==> src/rtl/sr_cmd_pkg.sv <==
// Shared types and default parameters for the SR flip-flop command sequencer.
package sr_cmd_pkg;

    typedef enum logic [1:0] {
        IDLE = 2'd0,
        EMIT = 2'd1,
        HOLD = 2'd2
    } state_t;

    localparam int DEB_CYCLES_DEF = 4;
    localparam int HOLDOFF_DEF    = 2;

endpackage

==> src/rtl/sr_debounce.sv <==
// Two-flop synchronizer, stability-count debouncer and rising-edge detector
// for one asynchronous request line.
module sr_debounce #(
    parameter int DEB_CYCLES = 4
) (
    input  logic clk,
    input  logic rst,
    input  logic din,
    output logic filt,
    output logic ev
);

    localparam int CW = $clog2(DEB_CYCLES + 1);
    localparam logic [CW-1:0] CNT_LAST = CW'(DEB_CYCLES - 1);

    logic          sync1_r;
    logic          sync2_r;
    logic          filt_r;
    logic          filt_d_r;
    logic [CW-1:0] cnt_r;

    // Synchronize, then flip the filtered level only after an unbroken run of disagreement.
    always_ff @(posedge clk) begin
        if (rst) begin
            sync1_r  <= 1'b0;
            sync2_r  <= 1'b0;
            filt_r   <= 1'b0;
            filt_d_r <= 1'b0;
            cnt_r    <= {CW{1'b0}};
        end else begin
            sync1_r  <= din;
            sync2_r  <= sync1_r;
            filt_d_r <= filt_r;
            if (sync2_r != filt_r) begin
                if (cnt_r == CNT_LAST) begin
                    filt_r <= sync2_r;
                    cnt_r  <= {CW{1'b0}};
                end else begin
                    cnt_r  <= cnt_r + CW'(1);
                end
            end else begin
                cnt_r <= {CW{1'b0}};
            end
        end
    end

    assign filt = filt_r;
    assign ev   = filt_r & ~filt_d_r;

endmodule

==> src/rtl/sr_cmd_seq.sv <==
// Turns debounced set/clear request edges into mutually exclusive one-cycle
// s/r pulses with a hold-off, dropping commands redundant with the mirrored Q.
module sr_cmd_seq
    import sr_cmd_pkg::*;
#(
    parameter int DEB_CYCLES = DEB_CYCLES_DEF,
    parameter int HOLDOFF    = HOLDOFF_DEF
) (
    input  logic clk,
    input  logic rst,
    input  logic set_req,
    input  logic clr_req,
    output logic s,
    output logic r,
    output logic busy,
    output logic conflict,
    output logic q_mirror
);

    localparam int HW = (HOLDOFF > 1) ? $clog2(HOLDOFF) : 1;
    localparam logic [HW-1:0] HOLD_LAST = HW'((HOLDOFF > 0) ? (HOLDOFF - 1) : 0);

    state_t        state_r;
    logic [HW-1:0] hold_cnt_r;
    logic          pend_set_r;
    logic          pend_clr_r;
    logic          s_r;
    logic          r_r;
    logic          busy_r;
    logic          conflict_r;
    logic          q_mirror_r;
    logic          ev_set_s;
    logic          ev_clr_s;
    logic          req_set_s;
    logic          req_clr_s;

    sr_debounce #(.DEB_CYCLES(DEB_CYCLES)) u_deb_set (
        .clk  (clk),
        .rst  (rst),
        .din  (set_req),
        .filt (),
        .ev   (ev_set_s)
    );

    sr_debounce #(.DEB_CYCLES(DEB_CYCLES)) u_deb_clr (
        .clk  (clk),
        .rst  (rst),
        .din  (clr_req),
        .filt (),
        .ev   (ev_clr_s)
    );

    assign req_set_s = ev_set_s | pend_set_r;
    assign req_clr_s = ev_clr_s | pend_clr_r;

    // Command FSM: only IDLE can launch a pulse, so s and r can never coincide.
    always_ff @(posedge clk) begin
        if (rst) begin
            state_r    <= IDLE;
            hold_cnt_r <= {HW{1'b0}};
            pend_set_r <= 1'b0;
            pend_clr_r <= 1'b0;
            s_r        <= 1'b0;
            r_r        <= 1'b0;
            busy_r     <= 1'b0;
            conflict_r <= 1'b0;
            q_mirror_r <= 1'b0;
        end else begin
            case (state_r)
                IDLE: begin
                    pend_set_r <= 1'b0;
                    pend_clr_r <= 1'b0;
                    s_r        <= 1'b0;
                    r_r        <= 1'b0;
                    busy_r     <= 1'b0;
                    conflict_r <= 1'b0;
                    if (req_set_s && req_clr_s) begin
                        conflict_r <= 1'b1;
                    end else if (req_set_s && !q_mirror_r) begin
                        s_r        <= 1'b1;
                        q_mirror_r <= 1'b1;
                        busy_r     <= 1'b1;
                        state_r    <= EMIT;
                    end else if (req_clr_s && q_mirror_r) begin
                        r_r        <= 1'b1;
                        q_mirror_r <= 1'b0;
                        busy_r     <= 1'b1;
                        state_r    <= EMIT;
                    end else begin
                        state_r    <= IDLE;
                    end
                end
                EMIT: begin
                    s_r        <= 1'b0;
                    r_r        <= 1'b0;
                    conflict_r <= 1'b0;
                    pend_set_r <= pend_set_r | ev_set_s;
                    pend_clr_r <= pend_clr_r | ev_clr_s;
                    if (HOLDOFF == 0) begin
                        busy_r  <= 1'b0;
                        state_r <= IDLE;
                    end else begin
                        hold_cnt_r <= {HW{1'b0}};
                        busy_r     <= 1'b1;
                        state_r    <= HOLD;
                    end
                end
                HOLD: begin
                    s_r        <= 1'b0;
                    r_r        <= 1'b0;
                    conflict_r <= 1'b0;
                    pend_set_r <= pend_set_r | ev_set_s;
                    pend_clr_r <= pend_clr_r | ev_clr_s;
                    hold_cnt_r <= hold_cnt_r + HW'(1);
                    if (hold_cnt_r == HOLD_LAST) begin
                        busy_r  <= 1'b0;
                        state_r <= IDLE;
                    end else begin
                        busy_r  <= 1'b1;
                        state_r <= HOLD;
                    end
                end
                default: begin
                    state_r    <= IDLE;
                    s_r        <= 1'b0;
                    r_r        <= 1'b0;
                    busy_r     <= 1'b0;
                    conflict_r <= 1'b0;
                    pend_set_r <= 1'b0;
                    pend_clr_r <= 1'b0;
                end
            endcase
        end
    end

    assign s        = s_r;
    assign r        = r_r;
    assign busy     = busy_r;
    assign conflict = conflict_r;
    assign q_mirror = q_mirror_r;

endmodule
==> config.mk <==
export PLATFORM = sky130hd
export DESIGN_NAME = sr_cmd_seq
export DESIGN_NICKNAME = d
export VERILOG_FILES = /design/src/rtl/sr_cmd_pkg.sv /design/src/rtl/sr_debounce.sv /design/src/rtl/sr_cmd_seq.sv
export SDC_FILE = /design/constraint.sdc
export NUM_CORES = 1
export LEC_CHECK = 0
export CAP_MARGIN = 20
export CORE_MARGIN = 2
export CORE_UTILIZATION = 50
export CTS_CLUSTER_DIAMETER = 200
export DETAILED_ROUTE_END_ITERATION = 10
export PLACE_DENSITY = 0.68
export SLEW_MARGIN = 25
export SYNTH_ARGS = -nofsm -noshare
export SYNTH_HDL_FRONTEND = slang
export SYNTH_SLANG_ARGS = --single-unit
==> constraint.sdc <==
create_clock -name clk -period 2.05 [get_ports clk]
set_input_delay 0.41 -clock clk [delete_from_list [all_inputs] [get_ports clk]]
set_output_delay 0.41 -clock clk [all_outputs]
set_load 0.02 [all_outputs]
==> flow_metrics.env, run 1 <==
export IMPL_outcome="finished clean"
export IMPL_cp_end_kind="output port"
export IMPL_synth_warning_count=0
export IMPL_finalCoreUtilization_pct=62.9
export IMPL_logic_pwr_share_pct=2.6
export IMPL_cts_setup_buffers=0
export IMPL_design_core_area_um2=1750
export IMPL_clock_tree_root_cell="sky130_fd_sc_hd__clkbuf_4"
export IMPL_fp_dieW_um=47.3
export IMPL_die_area_um2=2230
export IMPL_timing_hold_worst_class="register to register"
export IMPL_synthMostInstantiatedCell="sky130_fd_sc_hd__dfxtp_1"
export IMPL_final_max_slew_viol_count=0
export IMPL_area_of_the_mapped_netlist_um2=936
export IMPL_tritoncts_num_sinks=24
export IMPL_switching_share_pct=17.3
export IMPL_drt_pre_antenna_iters=4
export IMPL_path_depth=1
export IMPL_max_clock_path_buffers=2
export IMPL_synth_lib_cells_used_distinct=26
export IMPL_final_fill_count=149
export IMPL_global_route_wire_length_before_repair_um=2220
export IMPL_critical_path_arrival_ns=1.38
export IMPL_cellLeakagePower_nw=0.425
export IMPL_fin_area_um2=1100
export IMPL_worstHoldPathCells=1
export IMPL_antenna_violations_before_repair=0
export IMPL_timing_final_crit_share_pct=87.2
export IMPL_synth_commonest_cells="sky130_fd_sc_hd__dfxtp_1, sky130_fd_sc_hd__nor2_1, sky130_fd_sc_hd__ha_1, sky130_fd_sc_hd__inv_1, sky130_fd_sc_hd__nor2b_1"
export IMPL_syn_area_per_cell_um2=9.85
export IMPL_start_kind="register"
export IMPL_p_sw_w=0.000142
export IMPL_tritoncts="built"
export IMPL_largest_registers="u_deb_clr.cnt_r (3), u_deb_set.cnt_r (3), state_r (2)"
export IMPL_finalWirelength_um=1310
export IMPL_postSynthRegisterBits=24
export IMPL_timing_max_cap_violations=0
export IMPL_numCtsBuffers=3
export IMPL_hp_start="u_deb_clr.cnt_r[0]"
export IMPL_cells_along_the_critical_path="clkdlybuf4s50_1"
export IMPL_gp_congestion=0.835
export IMPL_grt_max_degree=15
export IMPL_worst_clock_skew_ns=0.00612
export IMPL_timing_critical_path_required_ns=1.64
export IMPL_worstRegToRegCells=4
export IMPL_maxSlewHeadroom_pct=71.0
export IMPL_synth_top_cell_area_share_pct=51.3
export IMPL_setup_worst_path_class="register to output port"
export IMPL_drcViolationCount=0
export IMPL_worst_path_max_fanout=6
export IMPL_max_freq_ghz=0.559
export IMPL_max_slew_worst_pin_slew_ns=0.435
export IMPL_avgRoutedWirePerCell_um=10.0
export IMPL_critical_path_max_stage_delay_ns=0.64
export IMPL_finalWorstPathRequiredPeriod_ns=1.79
export IMPL_cts_htree_levels=1
export IMPL_top_level_ports=9
export IMPL_drive_gt1_share_pct=7.55
export IMPL_synth_nets=107
export IMPL_first_global_vias=569
export IMPL_vias_per_cell=4.79
export IMPL_rr_startpoint="u_deb_set.filt"
export IMPL_initialDrtViolationCount=9
export IMPL_rsz_0062_raised_after_global_routing="no"
export IMPL_multi_input_area_um2=417
export IMPL_critPathBufInv=1
export IMPL_placed_cell_area_um2=1050
export IMPL_synthesis_to_finish_area_growth_pct=17.4
export IMPL_ir_drop_v=0.000796
export IMPL_globalRouteOverflowTotal=0
export IMPL_std_cell_rows=15
export IMPL_setup_tns_ns=0
export IMPL_pre_cts_slack_ns=0.317
export IMPL_clkLatencyLatePin_ns=0.31
export IMPL_finalNetCount=119
export IMPL_synth_largest_area_cell="sky130_fd_sc_hd__dfxtp_1"
export IMPL_pwr_density_cell_nw_per_um2=749
export IMPL_synth_top_cells_by_area="sky130_fd_sc_hd__dfxtp_1, sky130_fd_sc_hd__ha_1, sky130_fd_sc_hd__nor2_1, sky130_fd_sc_hd__nor2b_1, sky130_fd_sc_hd__mux2i_1"
export IMPL_vias=628
export IMPL_syn_inst=95
export IMPL_die_ht_um=47.3
export IMPL_critical_path_slowest_cell="sky130_fd_sc_hd__clkdlybuf4s50_1"
export IMPL_whs_endpoint="u_deb_clr.cnt_r[0]"
export IMPL_p_seq_share_pct=57.5
export IMPL_antenna_cells=0
export IMPL_clockPowerShare_pct=39.9
export IMPL_area_occupied_by_registers_um2=480
export IMPL_hold_bufs_inserted_after_cts=0
export IMPL_initial_standard_cell_utilization_of_the_core_pct=53.6
export IMPL_cpLargestDelayFamily="buffers and inverters"
export IMPL_cts_repair_resized=0
export IMPL_setup_reg_to_reg_worst_slack_ns=0.58
export IMPL_synth_flop_cell="sky130_fd_sc_hd__dfxtp_1"
export IMPL_synth_yosys_seq_area_share_pct=51.3
export IMPL_port_buffer_cells=8
export IMPL_cell_internal_pwr_w=0.000681
export IMPL_path_clk_slew_ns=0.12
export IMPL_place_hpwl_um=1010
export IMPL_report_final_setup_viol=0
export IMPL_synth_edf_count=0
export IMPL_grt_total_usage_pct=14.8
export IMPL_rr_endpoint="busy"
export IMPL_async_flop_share_pct=0
export IMPL_detail_route_antenna_nets=0
export IMPL_timing_final_ws_setup_ns=0.262
export IMPL_hold_viol_final=0
stage by stage:
step | cells | power (W) | hold WS, ns
floorplan | 95 | 0.000495 | 0.399
CTS | 131 | 0.000836 | 0.437
global placement | 127 | 0.000505 | 0.410
detailed placement | 127 | 0.000505 | 0.414
global route | 131 | 0.000858 | 0.466
finish | 131 | 0.000823 | 0.431
routing by layer:
| metal | vias to the layer above | track usage [%] | part of all wire [%] |
|---|---|---|---|
| li1 | 330 | - | - |
| met1 | 288 | 15.8 | 46 |
| met5 | - | 0 | 0 |
| met2 | 8 | 25.4 | 49 |
| met4 | 0 | 5.00 | 1.8 |
| met3 | 2 | 7.31 | 4.0 |
worst reg2reg max path, stage by stage (launching register included):
cell and delay, ns:
sky130_fd_sc_hd__dfxtp_1 0.37, sky130_fd_sc_hd__nor2b_4 0.14, sky130_fd_sc_hd__or2_1 0.28, sky130_fd_sc_hd__or4_1 0.51
sky130_fd_sc_hd__o311ai_1 0.09
cells by family after synthesis:
group | Yosys count | share of synthesized area (%)
and+or+nand+nor | 37 | 20.6
DFF | 24 | 51.3
AOI/OAI and AO/OA | 10 | 6.95
buffers and inverters | 10 | 4.14
adders and majority gates | 8 | 10.7
muxes | 4 | 4.41
xor gates and xnor gates | 2 | 1.87
cell type report:
| type | count | area share [%] |
|---|---|---|
| timing repair buffer | 9 | 7.97 |
| sequential | 24 | 43.7 |
| tap | 25 | 2.85 |
| inverter | 8 | 2.73 |
| clock buffer | 3 | 2.05 |
| clock inverter | 1 | 2.73 |
| multi-input combinational | 61 | 37.9 |
placed cells by master (no fill, tap or decap), types with 2 or more instances in the layout:
cell and instances:
sky130_fd_sc_hd__a21oi_1 2, sky130_fd_sc_hd__clkbuf_4 3, sky130_fd_sc_hd__clkdlybuf4s50_1 8, sky130_fd_sc_hd__dfxtp_1 24
sky130_fd_sc_hd__ha_1 8, sky130_fd_sc_hd__inv_1 8, sky130_fd_sc_hd__mux2i_1 3, sky130_fd_sc_hd__nand2_1 3
sky130_fd_sc_hd__nand2b_1 3, sky130_fd_sc_hd__nor2_1 14, sky130_fd_sc_hd__nor2b_1 7, sky130_fd_sc_hd__nor3_1 3
sky130_fd_sc_hd__o21ai_0 3, sky130_fd_sc_hd__or3_1 2, sky130_fd_sc_hd__xnor2_1 2
power by group through the flow:
| stage | combinational (W) | clock [W] | sequential [W] |
|---|---|---|---|
| after floorplan | 0.0000115 | 0 | 0.000483 |
| after global placement | 0.0000212 | 0 | 0.000483 |
| after detailed placement | 0.0000216 | 0 | 0.000484 |
| after CTS | 0.0000219 | 0.000341 | 0.000473 |
| after global routing | 0.0000239 | 0.000360 | 0.000474 |
| final | 0.0000213 | 0.000328 | 0.000473 |
worst max-delay path by stage:
stage              startpoint        to  slack, ns
6_report             q_mirror  q_mirror       0.26
5_1_grt              q_mirror  q_mirror       0.19
4_1_cts              q_mirror  q_mirror       0.25
3_5_place_dp              rst      busy       0.32
3_3_place_gp              rst      busy       0.37
2_1_floorplan  u_deb_set.filt      busy       0.63
No activity file was read; power rests on OpenSTA's default activity.
==> run 2, diff against run 1 <==
==> constraint.sdc (replaced) <==
create_clock -name clk -period 2.1 [get_ports clk]
set_input_delay 0.42 -clock clk [delete_from_list [all_inputs] [get_ports clk]]
set_output_delay 0.42 -clock clk [all_outputs]
set_load 0.02 [all_outputs]
==> results of run 2 <==
Same layout as run 1 (identical final DEF). Status: finished clean.
Main changes from that run: setup slack after placement 0.317 ns -> 0.357 ns; setup slack after layout 0.262 ns -> 0.302 ns; register-to-register setup slack 0.58 ns -> 0.63 ns; total power 0.000823 W -> 0.000803 W; worst IR drop on VDD 0.000796 V -> 0.000777 V
